## src/rtl/bcd_event_counter.sv

```systemverilog
// ============================================================================
// Module   : bcd_event_counter
// Brief    : Rising-edge event counter with 4-digit packed-BCD count and a
//            sticky overflow flag. Optional multiplexed seven-segment display
//            driver enabled by defining SEG_MUX_EN.
// Revision : 1.0 - initial release
// ============================================================================
`default_nettype none

module bcd_event_counter #(
  parameter int SCAN_DIV = 1024
) (
  input  logic        tick,
  input  logic        reset,
  input  logic        enable,
  input  logic        clear,
  input  logic        reached_in,
  output logic [15:0] bcd_out,
  output logic        overflow,
  output logic        pulse_out
`ifdef SEG_MUX_EN
  ,
  output logic [6:0]  seg,
  output logic [3:0]  an
`endif
);

  generate
    if (SCAN_DIV < 2) begin : g_bad_scan_div
      $error("bcd_event_counter: SCAN_DIV must be at least 2");
    end
  endgenerate

  logic        reached_q, reached_d;
  logic [15:0] count_q, count_d;
  logic        overflow_q, overflow_d;
  logic        pulse_q, pulse_d;
  logic        ev;
  logic [15:0] count_inc;
  logic        count_wrap;

  assign ev = reached_in & ~reached_q;

  // Ripple a decimal carry from units upward; carry out of the top means 9999.
  always_comb begin
    logic       carry;
    logic [3:0] digit;
    carry     = 1'b1;
    count_inc = count_q;
    for (int i = 0; i < 4; i++) begin
      digit = count_q[4*i +: 4];
      if (carry) begin
        if (digit == 4'd9) begin
          count_inc[4*i +: 4] = 4'd0;
        end else begin
          count_inc[4*i +: 4] = digit + 4'd1;
          carry               = 1'b0;
        end
      end
    end
    count_wrap = carry;
  end

  always_comb begin
    reached_d  = reached_in;
    count_d    = count_q;
    overflow_d = overflow_q;
    pulse_d    = 1'b0;
    if (clear) begin
      count_d    = 16'h0000;
      overflow_d = 1'b0;
    end else if (ev && enable) begin
      count_d = count_inc;
      pulse_d = 1'b1;
      if (count_wrap) begin
        overflow_d = 1'b1;
      end
    end
  end

  // reached_q resets high so a level already present at reset release is ignored.
  always_ff @(posedge tick) begin
    if (reset) begin
      reached_q  <= 1'b1;
      count_q    <= 16'h0000;
      overflow_q <= 1'b0;
      pulse_q    <= 1'b0;
    end else begin
      reached_q  <= reached_d;
      count_q    <= count_d;
      overflow_q <= overflow_d;
      pulse_q    <= pulse_d;
    end
  end

  assign bcd_out   = count_q;
  assign overflow  = overflow_q;
  assign pulse_out = pulse_q;

`ifdef SEG_MUX_EN
  localparam int SCAN_W = (SCAN_DIV > 2) ? $clog2(SCAN_DIV) : 1;

  logic [SCAN_W-1:0] scan_q, scan_d;
  logic [1:0]        idx_q, idx_d;
  logic [3:0]        an_q, an_d;
  logic [6:0]        seg_q, seg_d;
  logic [3:0]        sel_digit;

  function automatic logic [6:0] seg_decode(input logic [3:0] d);
    case (d)
      4'd0:    seg_decode = 7'b1000000;
      4'd1:    seg_decode = 7'b1111001;
      4'd2:    seg_decode = 7'b0100100;
      4'd3:    seg_decode = 7'b0110000;
      4'd4:    seg_decode = 7'b0011001;
      4'd5:    seg_decode = 7'b0010010;
      4'd6:    seg_decode = 7'b0000010;
      4'd7:    seg_decode = 7'b1111000;
      4'd8:    seg_decode = 7'b0000000;
      4'd9:    seg_decode = 7'b0010000;
      default: seg_decode = 7'b1111111;
    endcase
  endfunction

  always_comb begin
    scan_d    = scan_q + 1'b1;
    idx_d     = idx_q;
    sel_digit = count_q[{idx_q, 2'b00} +: 4];
    if (scan_q == SCAN_W'(SCAN_DIV - 1)) begin
      scan_d = '0;
      idx_d  = idx_q + 2'd1;
    end
    an_d  = ~(4'b0001 << idx_q);
    seg_d = seg_decode(sel_digit);
  end

  always_ff @(posedge tick) begin
    if (reset) begin
      scan_q <= '0;
      idx_q  <= 2'd0;
      an_q   <= 4'b1110;
      seg_q  <= 7'b1000000;
    end else begin
      scan_q <= scan_d;
      idx_q  <= idx_d;
      an_q   <= an_d;
      seg_q  <= seg_d;
    end
  end

  assign seg = seg_q;
  assign an  = an_q;
`endif

endmodule

`default_nettype wire

```

## config.mk

```make
export PLATFORM = sky130hd
export DESIGN_NAME = bcd_event_counter
export DESIGN_NICKNAME = d
export VERILOG_FILES = /design/src/rtl/bcd_event_counter.sv
export SDC_FILE = /design/constraint.sdc
export NUM_CORES = 1
export LEC_CHECK = 0
export BUFFER_PORTS_ARGS = -buffer_cell sky130_fd_sc_hd__buf_2
export CELL_PAD_IN_SITES_DETAIL_PLACEMENT = 0
export CELL_PAD_IN_SITES_GLOBAL_PLACEMENT = 1
export CORE_MARGIN = 5
export CORE_UTILIZATION = 40
export DETAILED_ROUTE_END_ITERATION = 8
export PLACE_DENSITY = 0.77
export SYNTH_ARGS = -nofsm -noshare
export SYNTH_HDL_FRONTEND = slang
export SYNTH_SLANG_ARGS = --single-unit
export TNS_END_PERCENT = 5
```

## constraint.sdc

```tcl
create_clock -name tick -period 2.1 [get_ports tick]
set_clock_uncertainty 0.05 [all_clocks]
set_input_delay 0.42 -clock tick [delete_from_list [all_inputs] [get_ports tick]]
set_output_delay 0.42 -clock tick [all_outputs]
set_load 0.02 [all_outputs]
```

==> parameters.txt <==
Parameter                              Value

Status
  Status    finished clean

Critical path
  Classification of the worst setup path    reg2reg
  Buffering stage count on the worst path with inverters included    0
  Critical path origin    bcd_out[1]$_SDFFE_PP0P_
  Slowest CP cell    sky130_fd_sc_hd__and4bb_1
  Startpoint type of the worst setup path    flip-flop
  Family of cells with the greatest summed delay on the critical path    simple AND/OR/NAND/NOR gates
  Endpoint class of the critical path    flip-flop
  End point of the critical path    bcd_out[13]$_SDFFE_PP0P_
  Delay of the slowest critical-path stage    ~0.58 ns
  Beginning of the worst register-to-register path    bcd_out[1]$_SDFFE_PP0P_
  CP Data Required Time    2.28 ns
  Cell chain of the critical path    and4bb_1 -> nand4_4 -> or3_1 -> a21oi_1
  Levels on crit path    4
  Critical R2R Capture    bcd_out[13]$_SDFFE_PP0P_
  Peak fanout along the critical path    10
  FF-to-FF setup slack    0.37 ns
  Data arrival at the endpoint of the critical path    1.91 ns
  Depth of the worst register-to-register path    4

Global routing
  Maximum number of pins on one net before global-route repair    19
  Total gr overflow    0
  Initial antenna violation count    0
  All-Layer GR Usage    11.7%
  Global-route wire length before repair    3160 µm
  Number of global-route vias before repair    between 700 and 800

Layout
  Fraction of layout instances using a drive strength above 1    30.9%
  Storage cell area    between 300 and 400 µm²
  Final non-filler cell area    1080 µm²
  Area taken by multi-input logic gates    between 500 and 600 µm²
  Final nets    129
  Filler cell count    between 200 and 250
  Count of inserted antenna diode cells    0
  Number of standard cells in the final layout excluding fillers    roughly 150
  Final standard cell utilization of the core    48.5%
  Area growth from synthesis to layout    15.2%

Synthesis
  Post-synth EDFFs    0
  Sequential-to-total area share from yosys stat    approximately two fifths
  Async set-reset flop share out of synthesis    0%
  Library cell with the highest instance count after synthesis    sky130_fd_sc_hd__dfxtp_1
  Synthesized net count    106
  Yosys cell types    32
  Dominant register cell in the synthesized netlist    sky130_fd_sc_hd__dfxtp_1
  Area leader, netlist    sky130_fd_sc_hd__dfxtp_1
  Count of mapped cells out of synthesis    101
  Post-synthesis sequential element count    19
  Leading post-synthesis cells by instance count    sky130_fd_sc_hd__dfxtp_1, sky130_fd_sc_hd__a21oi_1, sky130_fd_sc_hd__nor2_1, sky130_fd_sc_hd__nor2b_1
  Mean cell area of the mapped netlist    ~9.3 µm²
  Synthesis Warnings    0
  Total standard cell area after synthesis    941 µm²
  Fraction of synthesized cell area taken by the top area cell type    40.4%
  Leading cell types by total area after synthesis    sky130_fd_sc_hd__dfxtp_1, sky130_fd_sc_hd__xor2_1, sky130_fd_sc_hd__a21oi_1

STA
  Final min period    1.73 ns
  Final setup viols    0
  RSZ-0062 raised after global routing    false
  Maximum operating frequency    578 MHz
  Relative slew margins    roughly 69%
  Fraction of the cycle the final worst path needs    between 80 and 90%
  Slew @ Worst Pin    0.467 ns
  Setup tns final    0 ns
  Max-slew violation count    0
  Number of endpoints with negative hold slack in the final report    0

Job
  Count of max-cap constraint violations    0

Clocking
  Number of H-tree branching levels    1
  Latest clock arrival within the worst-skew pair    about 0.3 ns
  Maximum number of buffers from clock root to sink    2
  Number of buffers inserted for hold repair after clock tree synthesis    0
  Post-CTS repair timing setup buffer count    0
  CTS tree    yes
  Clock transition at the registers of the reported paths    about 0.11 ns
  Clock tree root buffer cell    sky130_fd_sc_hd__clkbuf_4
  TritonCTS buffer count    3
  Count of cells resized by post-cts repair    0
  Clock sink count    19

Route
  Violation count after the first detailed-routing iteration    14
  Number of remaining DRC errors    0
  Post-Route WL    1860 µm
  Detail-routed via count per cell    5.17
  Wirelength per Cell    ~12 µm
  Total iterations of the first detailed-routing run    4
  Post-route antenna net violation count    0
  Vias after detailed routing    781

Pwr
  Leakage power    0.000483 µW
  Power density over cell area    520 nW/µm²
  Worst vdd rail ir drop    0.430 mV

Floorplan
  Effective utilization at floorplan    a little over two fifths
  Floorplan die area    3420 µm²
  Chip height    58.5 µm
  Area inside the core boundary    2230 µm²
  Number of top-level design ports    23
  Row count    17
  Die Span X    58.5 µm

Min path
  Hold crit path type    in2reg
  WHS Path Cells    2

Place
  Detailed placer's ending HPWL    1350 µm
  Final weighted congestion in routability-driven placement    0.707
  Number of cells in the design after placement    between 100 and 150
  Port Buffers    22
  Area of placed instances    1060 µm²
==> metrics by stage <==
| stage | worst slack [ns] | total power [µW] | hold slack, ns |
|---|---|---|---|
| after global routing | 0.230 | 593 | 0.242 |
| after CTS | 0.373 | 573 | 0.246 |
| after detailed placement | 0.407 | 386 | 0.412 |
| after floorplan | 0.580 | 380 | 0.468 |
| final | 0.369 | 563 | 0.257 |
| after global placement | 0.457 | 386 | 0.405 |
==> kinds of logic after synthesis <==
family                 after synthesis  share of synthesized area (%)
XOR/XNOR                             7                           6.52
flip-flops                          19                           40.4
AND/OR/NAND/NOR                     51                           37.2
multiplexers                         1                           1.06
buffers and inverters                5                           3.59
AO/OA/AOI/OAI                       18                           11.2
==> cells in the final DEF, fill, tap and decap left out, drive strengths merged <==
master  Yosys  final
buf         2     22
dfxtp      19     19
a21oi      10     10
nor2        9      9
nor2b       7      7
nand2       7      7
xor2        6      6
nor3b       5      5
o21ai       5      5
or3         4      4
nand4       4      4
clkbuf      2      3
and4bb      3      3
and2b       2      2
or2         2      2
nand4b      2      2
nand3       2      2
and4b       1      1
o21ba       1      1
nand3b      1      1
inv         1      1
nor3        1      1
xnor2       1      1
a31o        1      1
a41o        1      1
and3        1      1
mux2i       1      1
clkinv      0      1
==> per-layer routing <==
metal	global-route usage (%)	up-vias	wire (µm)
met3	3.07	2	89
met1	14.6	367	877
li1	-	400	-
met2	19.0	12	870
met5	0	-	0
met4	4.97	0	18
==> layout make-up <==
class,count,share of cell area (%)
clock inverters,1,0.462
inverters,1,0.346
flip-flops and latches,19,35.1
multi-input cells,77,48.6
repair buffers,22,10.2
clock buffers,3,2.08
well taps,28,3.23
==> how the worst min path moves through the flow <==
stage / start / end / slack (ns)
4_1_cts: reset / reached_q$_SDFF_PP1_ / 0.25
2_1_floorplan: reached_q$_SDFF_PP1_ / pulse_out$_SDFF_PP0_ / 0.47
6_report: reset / reached_q$_SDFF_PP1_ / 0.26
3_5_place_dp: overflow$_SDFFE_PP0P_ / overflow$_SDFFE_PP0P_ / 0.41
5_1_grt: reset / reached_q$_SDFF_PP1_ / 0.24
3_3_place_gp: overflow$_SDFFE_PP0P_ / overflow$_SDFFE_PP0P_ / 0.40
==> registers in the layout (all words and copies together), names as in the netlist <==
name,count
overflow,1
reached_q,1
bcd_out,16
pulse_out,1
==> where the power goes <==
group / switching [µW] / total [µW] / internal, µW
Clock: 115 / 185 / 70.8
Combinational: 9.38 / 15.5 / 6.11
Sequential: 0.863 / 363 / 362
(Power assumes the default switching activity.)
